### src/rtl/riskow_bus_pkg.sv
// rtl/riskow_bus_pkg.sv - shared types and constants for the CPU bus arbiter
package riskow_bus_pkg;

  localparam int WAIT_CNT_W = 4;
  localparam int BUS_W      = 32;

  typedef enum logic [1:0] {
    IDLE,
    ACCESS,
    RESP
  } busState_t;

  typedef enum logic {
    GRANT_FETCH,
    GRANT_DATA
  } grant_t;

endpackage

### src/rtl/bus_arbiter_if.sv
// rtl/bus_arbiter_if.sv - requester and memory-side signals of the CPU bus arbiter
interface bus_arbiter_if import riskow_bus_pkg::*; #(
  parameter int DATA_WIDTH = BUS_W
);

  logic                  ifReq;
  logic [DATA_WIDTH-1:0] ifAddr;
  logic [DATA_WIDTH-1:0] ifData;
  logic                  ifAck;
  logic                  dReq;
  logic                  dWe;
  logic [DATA_WIDTH-1:0] dAddr;
  logic [DATA_WIDTH-1:0] dWdata;
  logic [DATA_WIDTH-1:0] dRdata;
  logic                  dAck;
  logic [DATA_WIDTH-1:0] dataIn;
  logic [DATA_WIDTH-1:0] dataOut;
  logic [DATA_WIDTH-1:0] address;
  logic                  busWriteEnable;
  logic                  busy;

  // master: decoder requesters plus the memory read-data source
  modport master (
    output ifReq, ifAddr, dReq, dWe, dAddr, dWdata, dataIn,
    input  ifData, ifAck, dRdata, dAck, dataOut, address, busWriteEnable, busy
  );

  modport slave (
    input  ifReq, ifAddr, dReq, dWe, dAddr, dWdata, dataIn,
    output ifData, ifAck, dRdata, dAck, dataOut, address, busWriteEnable, busy
  );

endinterface

### src/rtl/bus_grant_select.sv
// rtl/bus_grant_select.sv - picks the winning requester; ARB_ROUND_ROBIN_EN enables alternating ties
module bus_grant_select import riskow_bus_pkg::*; (
  input  logic   ifReq,
  input  logic   dReq,
`ifdef ARB_ROUND_ROBIN_EN
  input  grant_t lastGrant,
`endif
  output logic   anyReq,
  output grant_t winner
);

  always_comb begin
    anyReq = ifReq | dReq;
    winner = GRANT_DATA;
`ifdef ARB_ROUND_ROBIN_EN
    if (ifReq && dReq) begin
      winner = (lastGrant == GRANT_DATA) ? GRANT_FETCH : GRANT_DATA;
    end else if (ifReq) begin
      winner = GRANT_FETCH;
    end
`else
    if (ifReq && !dReq) begin
      winner = GRANT_FETCH;
    end
`endif
  end

endmodule

### src/rtl/bus_arbiter.sv
// rtl/bus_arbiter.sv - shares the CPU memory bus between fetch and load/store paths
// Optional macro ARB_ROUND_ROBIN_EN turns tie-breaking into round robin.
module bus_arbiter import riskow_bus_pkg::*; #(
  parameter int WAIT_CYCLES = 1,
  parameter int DATA_WIDTH  = BUS_W
) (
  input logic         clk,
  input logic         reset,
  bus_arbiter_if.slave bus
);

  localparam logic [WAIT_CNT_W-1:0] WAIT_LOAD = WAIT_CNT_W'(WAIT_CYCLES);

  busState_t             state;
  logic [WAIT_CNT_W-1:0] waitCnt;
  grant_t                grantQ;
  logic [DATA_WIDTH-1:0] addressQ;
  logic [DATA_WIDTH-1:0] dataOutQ;
  logic                  bweQ;
  logic                  ifAckQ;
  logic                  dAckQ;
  logic [DATA_WIDTH-1:0] ifDataQ;
  logic [DATA_WIDTH-1:0] dRdataQ;
  logic                  busyQ;
  logic                  anyReq;
  grant_t                winner;
`ifdef ARB_ROUND_ROBIN_EN
  grant_t                lastGrant;
`endif

  bus_grant_select uGrant (
    .ifReq     (bus.ifReq),
    .dReq      (bus.dReq),
`ifdef ARB_ROUND_ROBIN_EN
    .lastGrant (lastGrant),
`endif
    .anyReq    (anyReq),
    .winner    (winner)
  );

  always_ff @(posedge clk or posedge reset) begin
    if (reset) begin
      state    <= IDLE;
      waitCnt  <= '0;
      grantQ   <= GRANT_DATA;
      addressQ <= '0;
      dataOutQ <= '0;
      bweQ     <= 1'b0;
      ifAckQ   <= 1'b0;
      dAckQ    <= 1'b0;
      ifDataQ  <= '0;
      dRdataQ  <= '0;
      busyQ    <= 1'b0;
`ifdef ARB_ROUND_ROBIN_EN
      lastGrant <= GRANT_DATA;
`endif
    end else begin
      ifAckQ <= 1'b0;
      dAckQ  <= 1'b0;
      case (state)
        IDLE: begin
          if (anyReq) begin
            // the bus outputs themselves act as the latched request, so later
            // requester activity cannot disturb the access in flight
            grantQ   <= winner;
            addressQ <= (winner == GRANT_DATA) ? bus.dAddr : bus.ifAddr;
            dataOutQ <= (winner == GRANT_DATA && bus.dWe) ? bus.dWdata : '0;
            bweQ     <= (winner == GRANT_DATA) && bus.dWe;
            waitCnt  <= WAIT_LOAD;
            busyQ    <= 1'b1;
            state    <= ACCESS;
`ifdef ARB_ROUND_ROBIN_EN
            lastGrant <= winner;
`endif
          end
        end
        ACCESS: begin
          if (waitCnt == '0) begin
            if (grantQ == GRANT_DATA) begin
              dRdataQ <= bus.dataIn;
              dAckQ   <= 1'b1;
            end else begin
              ifDataQ <= bus.dataIn;
              ifAckQ  <= 1'b1;
            end
            bweQ     <= 1'b0;
            dataOutQ <= '0;
            state    <= RESP;
          end else begin
            waitCnt <= waitCnt - 1'b1;
          end
        end
        RESP: begin
          busyQ <= 1'b0;
          state <= IDLE;
        end
        default: begin
          busyQ <= 1'b0;
          bweQ  <= 1'b0;
          state <= IDLE;
        end
      endcase
    end
  end

  assign bus.address        = addressQ;
  assign bus.dataOut        = dataOutQ;
  assign bus.busWriteEnable = bweQ;
  assign bus.ifAck          = ifAckQ;
  assign bus.dAck           = dAckQ;
  assign bus.ifData         = ifDataQ;
  assign bus.dRdata         = dRdataQ;
  assign bus.busy           = busyQ;

endmodule

### src/flat_wrapper.sv
// flat-port wrapper written by rule: the top's interface ports become plain ports
module bus_arbiter_flat import riskow_bus_pkg::*;
#(
  parameter int WAIT_CYCLES = 1,
  parameter int DATA_WIDTH  = BUS_W
)
  (clk, reset, bus_ifReq, bus_ifAddr, bus_dReq, bus_dWe, bus_dAddr, bus_dWdata, bus_dataIn, bus_ifData, bus_ifAck, bus_dRdata, bus_dAck, bus_dataOut, bus_address, bus_busWriteEnable, bus_busy);
  bus_arbiter_if #(.DATA_WIDTH(DATA_WIDTH)) bus_i ();
  input logic clk;
  input logic reset;
  input wire logic [$bits(bus_i.ifReq)-1:0] bus_ifReq;
  input wire logic [$bits(bus_i.ifAddr)-1:0] bus_ifAddr;
  input wire logic [$bits(bus_i.dReq)-1:0] bus_dReq;
  input wire logic [$bits(bus_i.dWe)-1:0] bus_dWe;
  input wire logic [$bits(bus_i.dAddr)-1:0] bus_dAddr;
  input wire logic [$bits(bus_i.dWdata)-1:0] bus_dWdata;
  input wire logic [$bits(bus_i.dataIn)-1:0] bus_dataIn;
  output wire logic [$bits(bus_i.ifData)-1:0] bus_ifData;
  output wire logic [$bits(bus_i.ifAck)-1:0] bus_ifAck;
  output wire logic [$bits(bus_i.dRdata)-1:0] bus_dRdata;
  output wire logic [$bits(bus_i.dAck)-1:0] bus_dAck;
  output wire logic [$bits(bus_i.dataOut)-1:0] bus_dataOut;
  output wire logic [$bits(bus_i.address)-1:0] bus_address;
  output wire logic [$bits(bus_i.busWriteEnable)-1:0] bus_busWriteEnable;
  output wire logic [$bits(bus_i.busy)-1:0] bus_busy;
  assign bus_i.ifReq = bus_ifReq;
  assign bus_i.ifAddr = bus_ifAddr;
  assign bus_i.dReq = bus_dReq;
  assign bus_i.dWe = bus_dWe;
  assign bus_i.dAddr = bus_dAddr;
  assign bus_i.dWdata = bus_dWdata;
  assign bus_i.dataIn = bus_dataIn;
  assign bus_ifData = bus_i.ifData;
  assign bus_ifAck = bus_i.ifAck;
  assign bus_dRdata = bus_i.dRdata;
  assign bus_dAck = bus_i.dAck;
  assign bus_dataOut = bus_i.dataOut;
  assign bus_address = bus_i.address;
  assign bus_busWriteEnable = bus_i.busWriteEnable;
  assign bus_busy = bus_i.busy;
  bus_arbiter #(.WAIT_CYCLES(WAIT_CYCLES), .DATA_WIDTH(DATA_WIDTH)) u_core (.clk(clk), .reset(reset), .bus(bus_i));
endmodule
### config.mk
export PLATFORM = sky130hd
export DESIGN_NAME = bus_arbiter_flat
export DESIGN_NICKNAME = d
export VERILOG_FILES = /design/src/rtl/riskow_bus_pkg.sv /design/src/rtl/bus_arbiter_if.sv /design/src/rtl/bus_grant_select.sv /design/src/rtl/bus_arbiter.sv /design/src/flat_wrapper.sv
export SDC_FILE = /design/constraint.sdc
export NUM_CORES = 1
export LEC_CHECK = 0
export CORE_MARGIN = 4
export CORE_UTILIZATION = 43
export CTS_BUF_LIST = sky130_fd_sc_hd__clkbuf_2
export DETAILED_ROUTE_END_ITERATION = 6
export MAX_ROUTING_LAYER = met4
export PLACE_DENSITY_LB_ADDON = 0.15
export SLEW_MARGIN = 20
export SYNTH_ARGS = -nofsm -noshare
export SYNTH_HDL_FRONTEND = slang
export SYNTH_SLANG_ARGS = --single-unit
### constraint.sdc
create_clock -name clk -period 5.44 [get_ports clk]
set_input_delay 0.816 -clock clk [delete_from_list [all_inputs] [get_ports clk]]
set_output_delay 0.816 -clock clk [all_outputs]
set_load 0.02 [all_outputs]
# Word level (Yosys, flattened, before mapping)
# Cells that the tools add are included.
[totals]
in_bits = 133
ff_bits = 139
[classes]
bitwise = 4
add_sub_neg = 1
muxes = 23
n_reduce_logical = 14
n_eq_ne = 5
[ops]
columns = ["op", "n"]
rows = [
  ["$mux 32", 4],
  ["$pmux 32 s2", 1],
  ["$reduce_and 3->1", 5],
  ["$mux 1", 10],
  ["$mux 4", 2],
  ["$pmux 4 s2", 1],
  ["$reduce_and 2->1", 3],
  ["$logic_not 4->1", 1],
  ["$mux 2", 2],
  ["$ne 2x1->1 const B", 2],
  ["$pmux 2 s2", 1],
  ["$sub 4x1->4 const B", 1],
  ["$not 1->1", 3],
  ["$pmux 1 s3", 1],
  ["$eq 2x1->1 const B", 1],
  ["$eq 2x2->1 const B", 1],
  ["$logic_and 1x1->1", 2],
  ["$logic_not 2->1", 1],
  ["$ne 2x2->1 const B", 1],
  ["$pmux 1 s2", 1],
  ["$reduce_bool 2->1", 1],
  ["$logic_not 1->1", 1],
  ["$or 1x1->1", 1],
]

# Longest topological paths before layout
# Gate-level depths: netlist of the first run.
[logic_depth]
word_depth = 7
depth_mapped = 7
ltp_nobuf = 5

# Cells and area by module
# A second synthesis of the first run with hierarchy kept.
[hier_totals]
hier_cells = 396
area_unflattened_um2 = 5615.4
[by_module_without_submodules]
columns = ["module", "seq_area_each_um2", "area_per_inst_um2", "instances", "cells_each"]
rows = [
  ["bus_arbiter", 3479.6, 5602.9, 1, 394],
  ["bus_grant_select", 0.0, 12.5, 1, 2],
]

# Worst setup path before layout of the first run
# No wires, ideal clock.
[synth_timing]
path_kind = "register -> register"
from = "reg u_core.waitCnt[0]"
to = "reg u_core.ifDataQ[10], in the netlist u_core.bus.ifData[10]"
path_stages_with_launch = 8
setup_slack_ns = 3.401
arrival_time_ns = 1.913
synth_period_minus_slack_ns = 2.039
path_cell_list = "dfrtp_1 inv_1 ha_1 or3b_1 or3_1 buf_6 buf_12 mux2_4"
[synth_between]
elab_chain_len = 2
[synth_rtl]
columns = ["item", "line_no", "rtl"]
rows = [
  ["start: declaration", "bus_arbiter.sv:15", "logic [WAIT_CNT_W-1:0] waitCnt;"],
  ["start signal: assignment", "bus_arbiter.sv:90", "waitCnt <= waitCnt - 1'b1;"],
  ["$logic_not 4->1", "bus_arbiter.sv:78", "if (waitCnt == '0) begin"],
  ["$reduce_and 3->1 (no source line)", "n/a", ""],
  ["end signal: assignment", "bus_arbiter.sv:83", "ifDataQ <= bus.dataIn;"],
  ["end: declaration", "bus_arbiter.sv:22", "logic [DATA_WIDTH-1:0] ifDataQ;"],
]
# No other way between the ends.
# A chain may end at the register's enable or synchronous reset.

# Final worst setup path of the first run
[layout_timing]
from = "in bus_dReq"
to = "reg u_core.addressQ[28], in the netlist u_core.bus.address[28]"
[layout_between]
elab_chain_len = 3
elab_cells_between_ends = 5
cone_classes = "1 x mux; 1 x bitwise; 3 x reduce/logical"
[layout_rtl]
columns = ["item", "line_no", "rtl"]
rows = [
  ["start: declaration", "flat_wrapper.sv:13", "input wire logic [$bits(bus_i.dReq)-1:0] bus_dReq;"],
  ["$logic_not 1->1", "bus_grant_select.sv:22", "if (ifReq && !dReq) begin"],
  ["$logic_and 1x1->1", "bus_grant_select.sv:22", ""],
  ["$mux 32", "bus_arbiter.sv:66", "addressQ <= (winner == GRANT_DATA) ? bus.dAddr : bus.ifAddr;"],
  ["end signal: assignment", "bus_arbiter.sv:66", ""],
  ["end: declaration", "bus_arbiter.sv:17", "logic [DATA_WIDTH-1:0] addressQ;"],
]
# Several ways; a longest one is shown, not always the timed one.

==> impl_results.md, run 1 <==
- Fmax: 384 MHz
- Layout cells sized above 1: 16.1%
- Number of H-tree levels: 4
- Depth of the worst register-to-register path: 4
- DIE WIDTH: 123 um
- # nets final: 795
- Chip Height: 123 um
- Yosys top cell by area: dfrtp_1
- Post-route DRC: 0
- Post-Syn Nets: 541
- Worst slew pin tran: 1090 ps
- Die area: 15200 um^2
- Initial drt markers: 260
- Initial antenna violation count: 0
- Starting Density: 44.6%
- Required time worst endpoint: 5950 ps
- Ys async rst share: 100%
- Max-cap violations: 0
- GR Overflow Total: 0
- First-pass GRT wire length: 23.3 mm
- Flop and latch count out of synthesis: 139
- CTS tree: done
- Crit path launch: bus_dReq
- Worst Hold Class: flop to flop
- Warnings, synthesis: 0
- Antenna fix cells: 0
- Antenna violation net count after detailed routing: 0
- GRT Util Overall: 20.8%
- Area Overhead vs Synth: 50.3%
- Largest net degree at the start of global routing: 102
- Synth top area cells: dfrtp_1 61%, mux2_4 7.6%, mux2_2 7.1%
- Synthesized area: 5700 um^2
- Worst-path fanout max: 36
- Clk buf depth: 2
- Kind of critical path: primary input to flop
- Setup violations, final: 0
- Crit Reg-Reg Endpoint: u_core.bus.address[28]
- Final Power: 5.03 mW
- Rel. slew slack: 27.6%
- Seq/Total Area, Yosys: 61.1%
- Most used DFF post-synth: dfrtp_1
- Pre-antenna DRT Iters: 5
- Clk root buf: clkbuf_2
- Number of global-route vias before repair: 4520
- Syn Area/Cell: 14.0 um^2
- Critical path depth: 4
- Crit path capture: u_core.bus.address[28]
- Final WL: 15.2 mm
- Cts bufs inserted: 17
- Worst vdd ir: 0.215 mV
- Post-Synthesis Cells: 407
- Clk slew on worst S/H paths: 180 ps
- Routability Congestion: 0.804
- Core area: 12800 um^2
- Top Family by Delay on Critical Path: simple AND/OR/NAND/NOR gates
- P per Cell Area: 588 nW/um^2
- Crit-path max cell delay: 960 ps
- Slowest stage cell, crit path: and2_1
- Critical Path End Type: flop
- Commonest non-fill, non-tap cells in the layout: 264 x clkdlybuf4s50_1, 138 x dfrtp_1, 65 x a21oi_1
- Status: completed
- CTS resizes: 0
- Crit-path cells: clkdlybuf4s50_1 -> or2_2 -> and2_1 -> a21oi_1
- Reg-to-reg setup timing slack: 3050 ps
- RSZ-0062 raised after global routing: false
- Worst-Skew Late Latency: 670 ps
- Clock Sinks: 139
- Final Hold Fails: 0
- DR vias: 4299
- Leakage power: 3.85 nW
- Setup TNS Final: 0 ps
- Fin worst setup slack: 2840 ps
- Number of synthesized flops with an enable pin: 0
- Crit path buf inv count: 1
- Most common cell after layout, fill and taps aside: clkdlybuf4s50_1
- # Post-CTS Setup Buffers: 0
- Reg2Reg Launch Point: u_core.state[0]
- Hold buffer count at cts: 0
- Detailed Place HPWL: 11.1 mm
- Placement Rows: 41
- WHS: 512 ps
- DR vias/cell: 5.09
- Final min period: 2600 ps
- Post-synth cell types: 39
- Count of pins over their slew limit: 0
- Clk_skew: 21.9 ps
- Place WS: 2140 ps
- Worst setup SP type: primary input
- Port buffer count: 264
- Period utilisation layout: 47.8%
- Share of the synthesized area in the top cell type: 60.6%
- WL/cell: 18.0 um
- Fin util: 67.0%
- WP data arrival: 3120 ps
- Num ports: 265
[cells in the mapped netlist, types with 3 or more instances]
master / number
mux2i_1: 32
a22o_1: 33
mux2_4: 29
buf_2: 9
clkbuf_1: 18
mux2_2: 36
buf_12: 3
inv_1: 6
a21oi_1: 65
nand2_1: 3
o21ai_0: 3
dfrtp_1: 138
[state kept, by name, indices dropped and copies added, names as in the netlist]
register                   flops
u_core.bus.dRdata             32
u_core.bus.ifData             32
u_core.bus.dataOut            32
u_core.state                   2
u_core.bus.busy                1
u_core.bus.busWriteEnable      1
u_core.waitCnt                 4
u_core.bus.dAck                1
u_core.bus.address            32
u_core.bus.ifAck               1
u_core.grantQ                  1
[power breakdown]
group / internal [mW] / switching [mW] / total [mW]
registers: 1.53 / 0.301 / 1.83
clock network: 0.124 / 0.333 / 0.457
logic: 1.43 / 1.31 / 2.74
[cell type report]
type,count,area [um^2]
clock buffer,25,125
timing repair buffer,268,2670
fill,947,4210
tap,172,215
multi-input combinational,229,2020
inverter,6,27.5
clock inverter,5,22.5
sequential,139,3480
[kinds of logic after synthesis]
| logic type | count (synthesis) | synth area share (%) |
|---|---|---|
| flops | 139 | 61.1 |
| compound gates | 110 | 12.3 |
| mux | 97 | 20.4 |
| buf+inv | 39 | 3.76 |
| simple gates | 21 | 2.22 |
| fa+ha+maj | 1 | 0.220 |
[stage by stage]
stage / cell area (um^2) / std cells
floorplan: 5700 / 407
global placement: 8410 / 814
global route: 8560 / 844
finish: 8560 / 844
detailed placement: 8410 / 814
CTS: 8560 / 844
[worst min path at each step]
stage	start	to	slack, ps	cells past startpoint
detailed placement	u_core.bus.busWriteEnable	u_core.bus.busWriteEnable	470	1
CTS	u_core.bus.busWriteEnable	u_core.bus.busWriteEnable	510	1
finish	u_core.bus.busWriteEnable	u_core.bus.busWriteEnable	510	1
global placement	u_core.bus.busWriteEnable	u_core.bus.busWriteEnable	470	1
global route	u_core.bus.busWriteEnable	u_core.bus.busWriteEnable	530	1
floorplan	u_core.waitCnt[1]	u_core.waitCnt[1]	520	2
[layer usage]
layer,part of all wire [%],GRT usage (%)
met1,41,25.6
met2,49,32.5
met3,7.3,5.95
met4,2.5,8.24
met5,0,-
[worst register-to-register path: cells and delay by family, from the launching register on]
family | cells | cell delay, ps
simple gates | 2 | 1160
flops | 1 | 550
buf+inv | 1 | 360
compound gates | 1 | 170
Note: power is estimated with default switching activity, not from simulation.
==> inputs of run 2 (changes only) <==
--- a/config.mk
+++ b/config.mk
@@ -6,7 +6,7 @@
 export NUM_CORES = 1
 export LEC_CHECK = 0
 export CORE_MARGIN = 4
-export CORE_UTILIZATION = 43
+export CORE_UTILIZATION = 38
 export CTS_BUF_LIST = sky130_fd_sc_hd__clkbuf_2
 export DETAILED_ROUTE_END_ITERATION = 6
 export MAX_ROUTING_LAYER = met4
==> constraint.sdc (replaced) <==
create_clock -name clk -period 2.3 [get_ports clk]
set_input_delay 0.345 -clock clk [delete_from_list [all_inputs] [get_ports clk]]
set_output_delay 0.345 -clock clk [all_outputs]
set_load 0.02 [all_outputs]
==> run 2 against run 1 <==
  * Clock power grew to 3.4 times the previous value
  * Clock skew grew 11 ps
  * Count of clock-buffer cells in the layout shrank 7
  * Final area grew 3.2%
  * Sequential share of layout area shrank 1.3 points
  * Largest power group unchanged
==> impl_results.md, run 2 (synthesis results as in run 1) <==
- Worst vdd ir: 0.488 mV (was 0.215 mV)
- Worst-Skew Late Latency: 700 ps (was 670 ps)
- Starting Density: 39.0% (was 44.6%)
- Place WS: 118 ps (was 2140 ps)
- DIE WIDTH: 130 um (was 123 um)
- Leakage power: 3.96 nW (was 3.85 nW)
- GRT Util Overall: 18.3% (was 20.8%)
- Switch share: 37.4% (was 38.7%)
- Fmax: 447 MHz
- Rel. slew slack: 69.5% (was 27.6%)
- CTS resizes: 0 (unchanged)
- Initial drt markers: 219 (was 260)
- Detailed Place HPWL: 11.1 mm (about the same)
- Area taken by multi-input logic gates: 2010 um^2 (was 2020 um^2)
- Count of pins over their slew limit: 0 (unchanged)
- Worst slew pin tran: 457 ps (was 1090 ps)
- Crit path buf inv count: 2 (was 1)
- Core area: 14600 um^2 (was 12800 um^2)
- GR Overflow Total: 0 (unchanged)
- CTS tree: done (unchanged)
- Fin worst setup slack: 62.4 ps (was 2840 ps)
- WHS: 92.4 ps (was 512 ps)
- Worst Hold Class: primary input to asynchronous set/reset pin (was flop to flop)
- Clk buf depth: 2 (unchanged)
- Kind of critical path: flop to flop (was primary input to flop)
- FF+latch area: 3480 um^2 (unchanged)
- Crit-path max cell delay: 490 ps (was 960 ps)
- Final WL: 15.2 mm (about the same)
- Number of H-tree levels: 4 (unchanged)
- Worst-path fanout max: 33 (was 36)
- Clock power frac: 12.6% (was 9.1%)
- Switching Power: 4.67 mW (was 1.95 mW)
- Initial antenna violation count: 1 (was 0)
- Worst setup SP type: flop (was primary input)
- Hold buffer count at cts: 0 (unchanged)
- Area Overhead vs Synth: 55.1% (was 50.3%)
- Top Family by Delay on Critical Path: simple AND/OR/NAND/NOR gates (unchanged)
- Required time worst endpoint: 2890 ps (was 5950 ps)
- Seq pwr share: 34.4% (was 36.4%)
- Fill count: 1183 (was 947)
- Comb pwr share: 53.0% (was 54.5%)
- Period utilisation layout: 97.3%
- Port buffer count: 264 (unchanged)
- Crit-path cells: inv_1 -> ha_1 -> or3b_1 -> or3_2 -> buf_12 -> mux2_4 (was clkdlybuf4s50_1 -> or2_2 -> and2_1 -> a21oi_1)
- Post-route DRC: 0 (unchanged)
- Number of global-route vias before repair: 4444 (was 4520)
- Setup TNS Final: 0 ps (unchanged)
- WL/cell: 17.6 um (was 18.0 um)
- Antenna violation net count after detailed routing: 0 (unchanged)
- Most common cell after layout, fill and taps aside: clkdlybuf4s50_1 (unchanged)
- Setup violations, final: 0 (unchanged)
- Commonest non-fill, non-tap cells in the layout: 264 x clkdlybuf4s50_1, 138 x dfrtp_1, 65 x a21oi_1 (unchanged)
- RSZ-0062 raised after global routing: false (unchanged)
- Routability Congestion: 0.756 (was 0.804)
- # Post-CTS Setup Buffers: 0 (unchanged)
- Slowest stage cell, crit path: or3_2 (was and2_1)
- # nets final: 803 (was 795)
- Pre-antenna DRT Iters: 4 (was 5)
- Fin util: 60.6% (was 67.0%)
- Clk_skew: 32.8 ps (was 21.9 ps)
- Cts bufs inserted: 17 (unchanged)
- Max-cap violations: 0 (unchanged)
- First-pass GRT wire length: 23.5 mm (was 23.3 mm)
- Clk root buf: clkbuf_2 (unchanged)
- Largest net degree at the start of global routing: 85 (was 102)
- Cell internal pwr: 7.82 mW (was 3.08 mW)
- Placement Rows: 44 (was 41)
- P per Cell Area: 1410 nW/um^2 (was 588 nW/um^2)
- Num ports: 265 (unchanged)
- Chip Height: 130 um (was 123 um)
- DR vias: 4283 (was 4299)
- Die area: 17000 um^2 (was 15200 um^2)
- Layout cells sized above 1: 17.2% (was 16.1%)
- WP data arrival: 2830 ps (was 3120 ps)
- Status: completed (unchanged)
- Critical Path End Type: flop (unchanged)
- Final Hold Fails: 0 (unchanged)
- DR vias/cell: 4.95 (was 5.09)
- Final min period: 2240 ps
- Clock Sinks: 139 (unchanged)
- Clk slew on worst S/H paths: 190 ps (was 180 ps)
run 2: changes by cell type in the layout (fill, tap and decap cells not counted), moves of 2 or more:
| cell | before | now |
|---|---|---|
| buf_12 | 0 | 7 |
| clkbuf_2 | 25 | 18 |
| bufinv_16 | 0 | 4 |
| clkinv_2 | 3 | 5 |
| clkinvlp_4 | 0 | 2 |
run 2: metrics by stage:
stage | area, um^2 | power, mW | std cells
floorplan | 5700 | 7.84 | 407
global placement | 8570 | 10.9 | 834
detailed placement | 8570 | 11.0 | 834
CTS | 8830 | 12.7 | 865
global route | 8840 | 13.2 | 866
finish | 8840 | 12.5 | 866
run 2: routing by layer:
layer  global-route usage (%)  wire length (um)  vias up
li1                         -                 -     2000
met1                     23.4              6580     2099
met2                     28.0              7300      167
met3                     5.65              1120       17
met4                     6.05               206        0
met5                        -                 0        -
run 2: worst paths after layout:
path                                           startpoint                        end  slack, ps  depth (start not counted)
worst min register to register  u_core.bus.busWriteEnable  u_core.bus.busWriteEnable        500                          1
worst max-delay path                    u_core.waitCnt[0]      u_core.bus.ifData[31]         60                          6
min in group clk                           bus_dWdata[21]     u_core.bus.dataOut[21]        230                          2
max in group asynchronous                           reset      u_core.bus.dRdata[20]       1790                          3
worst max register to register          u_core.waitCnt[0]      u_core.bus.ifData[31]         60                          6
worst min-delay path                                reset      u_core.bus.dataOut[3]         90                          3
run 2: cell type report:
type | instances | area share (%)
Multi-Input combinational cell | 229 | 22.8
Timing Repair Buffer | 276 | 31.9
Tap cell | 184 | 2.61
Sequential cell | 139 | 39.4
Clock buffer | 18 | 1.02
Inverter | 6 | 0.297
Antenna cell | 1 | 0.0283
Clock inverter | 13 | 1.97
run 2: power by group through the flow:
stage / registers, mW / logic (mW) / clock network, mW
floorplan: 5.66 / 2.18 / 0
global placement: 4.33 / 6.58 / 0
detailed placement: 4.36 / 6.69 / 0
CTS: 4.31 / 6.70 / 1.64
global route: 4.47 / 7.02 / 1.75
finish: 4.30 / 6.62 / 1.57
run 2: worst min-delay path, stage by stage:
cell and delay, ps:
clkdlybuf4s50_1 440, clkinvlp_4 130, buf_12 280
==> inputs of run 3 (changes only) <==
--- a/config.mk
+++ b/config.mk
@@ -15,3 +15,4 @@
 export SYNTH_ARGS = -nofsm -noshare
 export SYNTH_HDL_FRONTEND = slang
 export SYNTH_SLANG_ARGS = --single-unit
+export TNS_END_PERCENT = 1
==> results of run 3 <==
Final layout, timing and power as in run 2 (identical DEF).
